File: config.mk
export PLATFORM = sky130hd
export DESIGN_NAME = booth_div
export DESIGN_NICKNAME = d
export VERILOG_FILES = /design/src/rtl/booth_div_pkg.sv /design/src/rtl/booth_div_step.sv /design/src/rtl/booth_div.sv
export SDC_FILE = /design/constraint.sdc
export NUM_CORES = 1
export LEC_CHECK = 0
export ABC_AREA = 1
export ABC_CLOCK_PERIOD_IN_PS = 2820
export CAP_MARGIN = 10
export CELL_PAD_IN_SITES_DETAIL_PLACEMENT = 2
export CELL_PAD_IN_SITES_GLOBAL_PLACEMENT = 2
export CORE_MARGIN = 2
export CORE_UTILIZATION = 33
export CTS_CLUSTER_SIZE = 10
export DETAILED_ROUTE_END_ITERATION = 16
export PLACE_DENSITY_LB_ADDON = 0.25
export SLEW_MARGIN = 20
export SYNTH_ARGS = -nofsm -noshare
export SYNTH_HDL_FRONTEND = slang
export SYNTH_SLANG_ARGS = --single-unit
export TNS_END_PERCENT = 5
File: constraint.sdc
create_clock -name clk -period 2.82 [get_ports clk]
set_clock_uncertainty 0.05 [all_clocks]
set_input_delay 0.282 -clock clk [delete_from_list [all_inputs] [get_ports clk]]
set_output_delay 0.282 -clock clk [all_outputs]
set_load 0.005 [all_outputs]
File: src/rtl/booth_div_pkg.sv
// ============================================================================
// Module   : booth_div_pkg
// Purpose  : Shared types, widths and helpers for the signed 16/8 divider.
// Revision : 1.0  initial release
// ============================================================================
`default_nettype none

package booth_div_pkg;

    localparam int DVD_W = 16;
    localparam int DVS_W = 8;
    localparam int Q_W   = 8;
    localparam int ITER  = 16;

    localparam logic [Q_W-1:0] Q_MAX = 8'h7F;
    localparam logic [Q_W-1:0] Q_MIN = 8'h80;

    typedef enum logic [1:0] {
        IDLE = 2'd0,
        RUN  = 2'd1,
        FIX  = 2'd2,
        DONE = 2'd3
    } state_t;

    // One extra bit so that -32768 and -128 negate without wrapping.
    function automatic logic [DVD_W:0] mag_dvd(input logic [DVD_W-1:0] v);
        logic [DVD_W:0] e;
        e = {v[DVD_W-1], v};
        return v[DVD_W-1] ? -e : e;
    endfunction

    function automatic logic [DVS_W:0] mag_dvs(input logic [DVS_W-1:0] v);
        logic [DVS_W:0] e;
        e = {v[DVS_W-1], v};
        return v[DVS_W-1] ? -e : e;
    endfunction

endpackage

`default_nettype wire

File: src/rtl/booth_div_step.sv
// ============================================================================
// Module   : div_step
// Purpose  : One combinational restoring shift-subtract step.
// Revision : 1.0  initial release
// ============================================================================
`default_nettype none

module div_step
    import booth_div_pkg::*;
(
    input  logic [Q_W-1:0]   rem_in,
    input  logic [DVS_W:0]   dvs_mag,
    input  logic             dvd_bit,
    output logic [Q_W-1:0]   rem_out,
    output logic             q_bit
);

    logic [Q_W:0] w_trial;

    always_comb begin
        w_trial = {rem_in, dvd_bit};
        q_bit   = (w_trial >= dvs_mag);
        rem_out = q_bit ? Q_W'(w_trial - dvs_mag) : w_trial[Q_W-1:0];
    end

endmodule

`default_nettype wire

File: src/rtl/booth_div.sv
// ============================================================================
// Module   : booth_div
// Purpose  : Signed 16/8 restoring divider, fixed 18-cycle latency.
//            BOOTH_DIV_EARLY_TERM_EN: zero divisor skips to DONE at cycle 2.
// Revision : 1.0  initial release
// ============================================================================
`default_nettype none

module booth_div
    import booth_div_pkg::*;
(
    input  logic                clk,
    input  logic                rst,
    input  logic                in_valid,
    output logic                in_ready,
    input  logic [DVD_W-1:0]    dividend,
    input  logic [DVS_W-1:0]    divisor,
    output logic                out_valid,
    input  logic                out_ready,
    output logic [Q_W-1:0]      q,
    output logic [Q_W-1:0]      r,
    output logic                ovf,
    output logic                dz
);

    state_t             r_state, w_next;
    logic [4:0]         r_cnt;
    logic [DVD_W:0]     r_dvd;
    logic [DVS_W:0]     r_dvs;
    logic [Q_W-1:0]     r_rem;
    logic [Q_W-1:0]     r_lo;
    logic               r_neg_q, r_neg_r;

    logic [Q_W-1:0]     w_rem_nxt;
    logic               w_qbit;
    logic               w_dz, w_ovf;
    logic [Q_W-1:0]     w_q, w_r;

    div_step u_step (
        .rem_in  (r_rem),
        .dvs_mag (r_dvs),
        .dvd_bit (r_dvd[DVD_W-1]),
        .rem_out (w_rem_nxt),
        .q_bit   (w_qbit)
    );

    always_ff @(posedge clk) begin
        if (rst) r_state <= IDLE;
        else     r_state <= w_next;
    end

    always_comb begin
        w_next = r_state;
        case (r_state)
            IDLE: if (in_valid) w_next = RUN;
            RUN: begin
                if (r_cnt == 5'(ITER - 1)) w_next = FIX;
`ifdef BOOTH_DIV_EARLY_TERM_EN
                if (r_dvs == '0) w_next = DONE;
`endif
            end
            FIX:  w_next = DONE;
            DONE: if (out_ready) w_next = IDLE;
            default: w_next = IDLE;
        endcase
    end

    // r_dvd holds the quotient magnitude once all iterations have shifted in.
    always_comb begin
        w_dz  = (r_dvs == '0);
        w_ovf = r_neg_q ? (r_dvd > 17'd128) : (r_dvd > 17'd127);
        w_r   = r_neg_r ? Q_W'(-r_rem) : r_rem;
        if (w_ovf) w_q = r_neg_q ? Q_MIN : Q_MAX;
        else       w_q = r_neg_q ? Q_W'(-r_dvd[Q_W-1:0]) : r_dvd[Q_W-1:0];
        if (w_dz) begin
            w_ovf = 1'b1;
            w_q   = r_neg_r ? Q_MIN : Q_MAX;
            w_r   = r_lo;
        end
    end

    always_ff @(posedge clk) begin
        if (rst) begin
            r_cnt   <= '0;
            r_dvd   <= '0;
            r_dvs   <= '0;
            r_rem   <= '0;
            r_lo    <= '0;
            r_neg_q <= 1'b0;
            r_neg_r <= 1'b0;
            q       <= '0;
            r       <= '0;
            ovf     <= 1'b0;
            dz      <= 1'b0;
        end else begin
            case (r_state)
                IDLE: if (in_valid) begin
                    r_dvd   <= mag_dvd(dividend);
                    r_dvs   <= mag_dvs(divisor);
                    r_rem   <= '0;
                    r_cnt   <= '0;
                    r_lo    <= dividend[Q_W-1:0];
                    r_neg_q <= dividend[DVD_W-1] ^ divisor[DVS_W-1];
                    r_neg_r <= dividend[DVD_W-1];
                end
                RUN: begin
                    r_rem <= w_rem_nxt;
                    r_dvd <= {r_dvd[DVD_W], r_dvd[DVD_W-2:0], w_qbit};
                    r_cnt <= r_cnt + 5'd1;
`ifdef BOOTH_DIV_EARLY_TERM_EN
                    if (w_dz) begin
                        q   <= w_q;
                        r   <= w_r;
                        ovf <= w_ovf;
                        dz  <= w_dz;
                    end
`endif
                end
                FIX: begin
                    q   <= w_q;
                    r   <= w_r;
                    ovf <= w_ovf;
                    dz  <= w_dz;
                end
                default: ;
            endcase
        end
    end

    assign in_ready  = (r_state == IDLE);
    assign out_valid = (r_state == DONE);

endmodule

`default_nettype wire

==> impl_metrics.ini <==
[run_status]
status = finished, final reports clean

[synth]
synth_area_leaders = dfxtp_1 (32%), nand2_1 (13%), a21oi_1 (9.8%)
yosysUniqueCellTypes = 35
synth-seq-cells = 69
synth_edf_count = 0
syn_inst = 669
yosysWarnings = 0
synth_nets = 718
synth.most_common_cell = nand2_1
synthTopCellsByCount = nand2_1 (149), inv_1 (90), a21oi_1 (85)
yosysSeqAreaShare_pct = 31.8
synthArstFlopShare_pct = 0
syn_avg_cell_area_um2 = 6.50
synth_area_leader_cell = dfxtp_1
ys.flop_type = dfxtp_1
synth_area_um2 = 4350
synth_top_area_share_pct = 31.8

[worst_setup_path]
critPathTopFamily = buffers and inverters
worst_r2r_path_depth = 8
cp.arrival_ns = 2.55
reg2reg_from = r_state[0]
cpMaxStageDelayCell = inv_2
reg2reg_slack_ns = 0.42
r2r_end = r_dvd[2]
end_kind = flop
crit_chain = inv_1 -> ha_1 -> nand2_1 -> o21ai_4 -> inv_2 -> a21oi_1 -> o21ai_1 -> a21oi_1
worstSetupPathType = flop to flop
crit_required_ns = 2.97
cpMostUsedCell = a21oi_1
path_buf_inv = 2
start_kind = flop
cpPeakStageDelay_ns = 0.55
crit_fanout = 39

[place]
io_buffers = 47
place_area_um2 = 4970
place_congestion = 0.833
dp_hpwl_um = 11900

[power]
pwr_density_cell_nw_per_um2 = 1310
peakVddDrop_mv = 0.488
power_leakage_uw = 0.00231

[global_routing]
grt-ovfl-total = 0
grt_use_total_pct = 23.1
grt_pass1_wl_um = 26000
grt_max_degree = 40
grt_pass1_vias = 5089
antenna_found_initial = 0

[clock_network]
cts_max_level = 3
root_buffer = clkbuf_16
clockBufferDepth = 2
cts_setup_buffers = 0
cts_resized = 0
clk_pin_slew_ns = 0.06
cts.sinks = 69
hold_buffers = 0
cts_made_buffers = 9
tritoncts = done
clock_latency_ns = 0.34

[min_path]
min_to = r_dvd[16]
whs_path_depth = 2
hold_path.startpoint = r_dvd[16]
hold_class = flop to flop

[timing]
holdWs_ns = 0.401
fin_setup_tns_ns = 0
max_freq_mhz = 417
hold_viol = 0
tightestPinTransition_ns = 0.689
finalCriticalPeriod_ns = 2.40
relSlewSlack_pct = 54.0
finalSetupViolCount = 0
period_share_pct = 85.1
final-max-slew-violation-count = 0
rsz0062_at_grt = no

[detailed_routing]
antenna_left = 0
firstDrtPassIters = 4
wl_um = 15700
post_drt_wl_per_cell_um = 17.7
drtIter0Drc = 134
via_count = 4654
vias_per_cell = 5.25
drc = 0

[floorplanning]
die_w_um = 119
die_h_um = 119
io_pins = 48
initial_utilization_pct = 34.2
placementRows = 41
die_area_um2 = 14100
core-area_um2 = 12700

[final_layout]
stdcell_area_um2 = 5290
num_antenna_cells = 0
nets = 759
syn2layout_area_growth_pct = 21.7
drive_gt1_share_pct = 4.62

[job]
cap_viol_max_count = 0
-- cells in the final DEF (no fill, tap or decap), drive strengths merged, types with 4 or more instances in the layout --
cell | synthesis | final
dfxtp | 69 | 69
xor2 | 12 | 12
nand4 | 8 | 8
clkinv | 1 | 4
nand3b | 5 | 5
nor3 | 13 | 13
inv | 93 | 94
xnor2 | 4 | 4
o211ai | 9 | 9
clkdlybuf4s50 | 0 | 47
ha | 20 | 20
buf | 14 | 7
nand2 | 149 | 149
a21oi | 85 | 85
clkbuf | 10 | 9
nor2 | 52 | 52
o21ai | 51 | 51
nand3 | 63 | 63
-- sequential cells by signal, summed over array words and instances (netlist names) --
name	flops
dz	1
ovf	1
q	8
r	8
r_cnt	5
r_dvd	17
r_dvs	9
r_lo	8
r_neg_q	1
r_neg_r	1
r_rem	8
r_state	2
-- cells by family (layout without fill, tap and decap cells) --
kind of cell	Yosys count	in the layout	synth area share, %
AOI/OAI and AO/OA	150	150	18.6
xor gates and xnor gates	16	16	3.22
buffers and inverters	118	164	10.8
and+or+nand+nor	295	295	29.3
DFF	69	69	31.8
adders and majority gates	21	21	6.21
-- power breakdown --
| part | internal (uW) | leakage [uW] | switching [uW] |
|---|---|---|---|
| registers | 1280 | 0.000565 | 285 |
| logic | 1400 | 0.00159 | 2690 |
| clock network | 779 | 0.000156 | 477 |
-- layer usage --
metal / part of all wire [%] / vias up / GRT usage [%]
met5: 0 / - / 0
met4: 1.4 / 0 / 6.99
met3: 1.8 / 13 / 2.90
met2: 51 / 56 / 42.1
met1: 45 / 2302 / 28.0
li1: - / 2283 / -
-- layout make-up --
class	instances	area, um^2
fillers	1598	7430
clock buffers	9	225
inverters	94	353
clock inverters	7	98.8
well taps	172	215
multi-input cells	482	2500
repair buffers	54	523
flip-flops and latches	69	1380
-- how the worst max path moves through the flow --
stage	cells after the start	end	start	slack [ns]
6_report	8	r_dvd[2]	r_state[0]	0.42
5_1_grt	8	r_dvd[2]	r_state[0]	0.19
4_1_cts	8	r_dvd[2]	r_state[0]	0.39
3_5_place_dp	8	r_dvd[2]	r_state[0]	0.45
3_3_place_gp	7	r_dvd[0]	in_valid	0.57
2_1_floorplan	10	r_rem[7]	r_dvs[8]	1.11
-- tightest hold or removal path, stage by stage (launching register included) --
cell and delay (ns):
dfxtp_1 0.32, inv_1 0.05, nor2_1 0.03
-- per-stage QoR --
| stage | total power, uW | util, % | setup WS (ns) | instances |
|---|---|---|---|---|
| 2_1_floorplan | 4350 | - | 1.11 | 669 |
| 5_1_grt | 7560 | 41.6 | 0.190 | 887 |
| 3_3_place_gp | 5350 | 39.1 | 0.570 | 871 |
| 4_1_cts | 6980 | 41.6 | 0.393 | 887 |
| 3_5_place_dp | 5580 | 39.1 | 0.445 | 871 |
| 6_report | 6920 | 41.6 | 0.421 | 887 |
(Power assumes the default switching activity.)
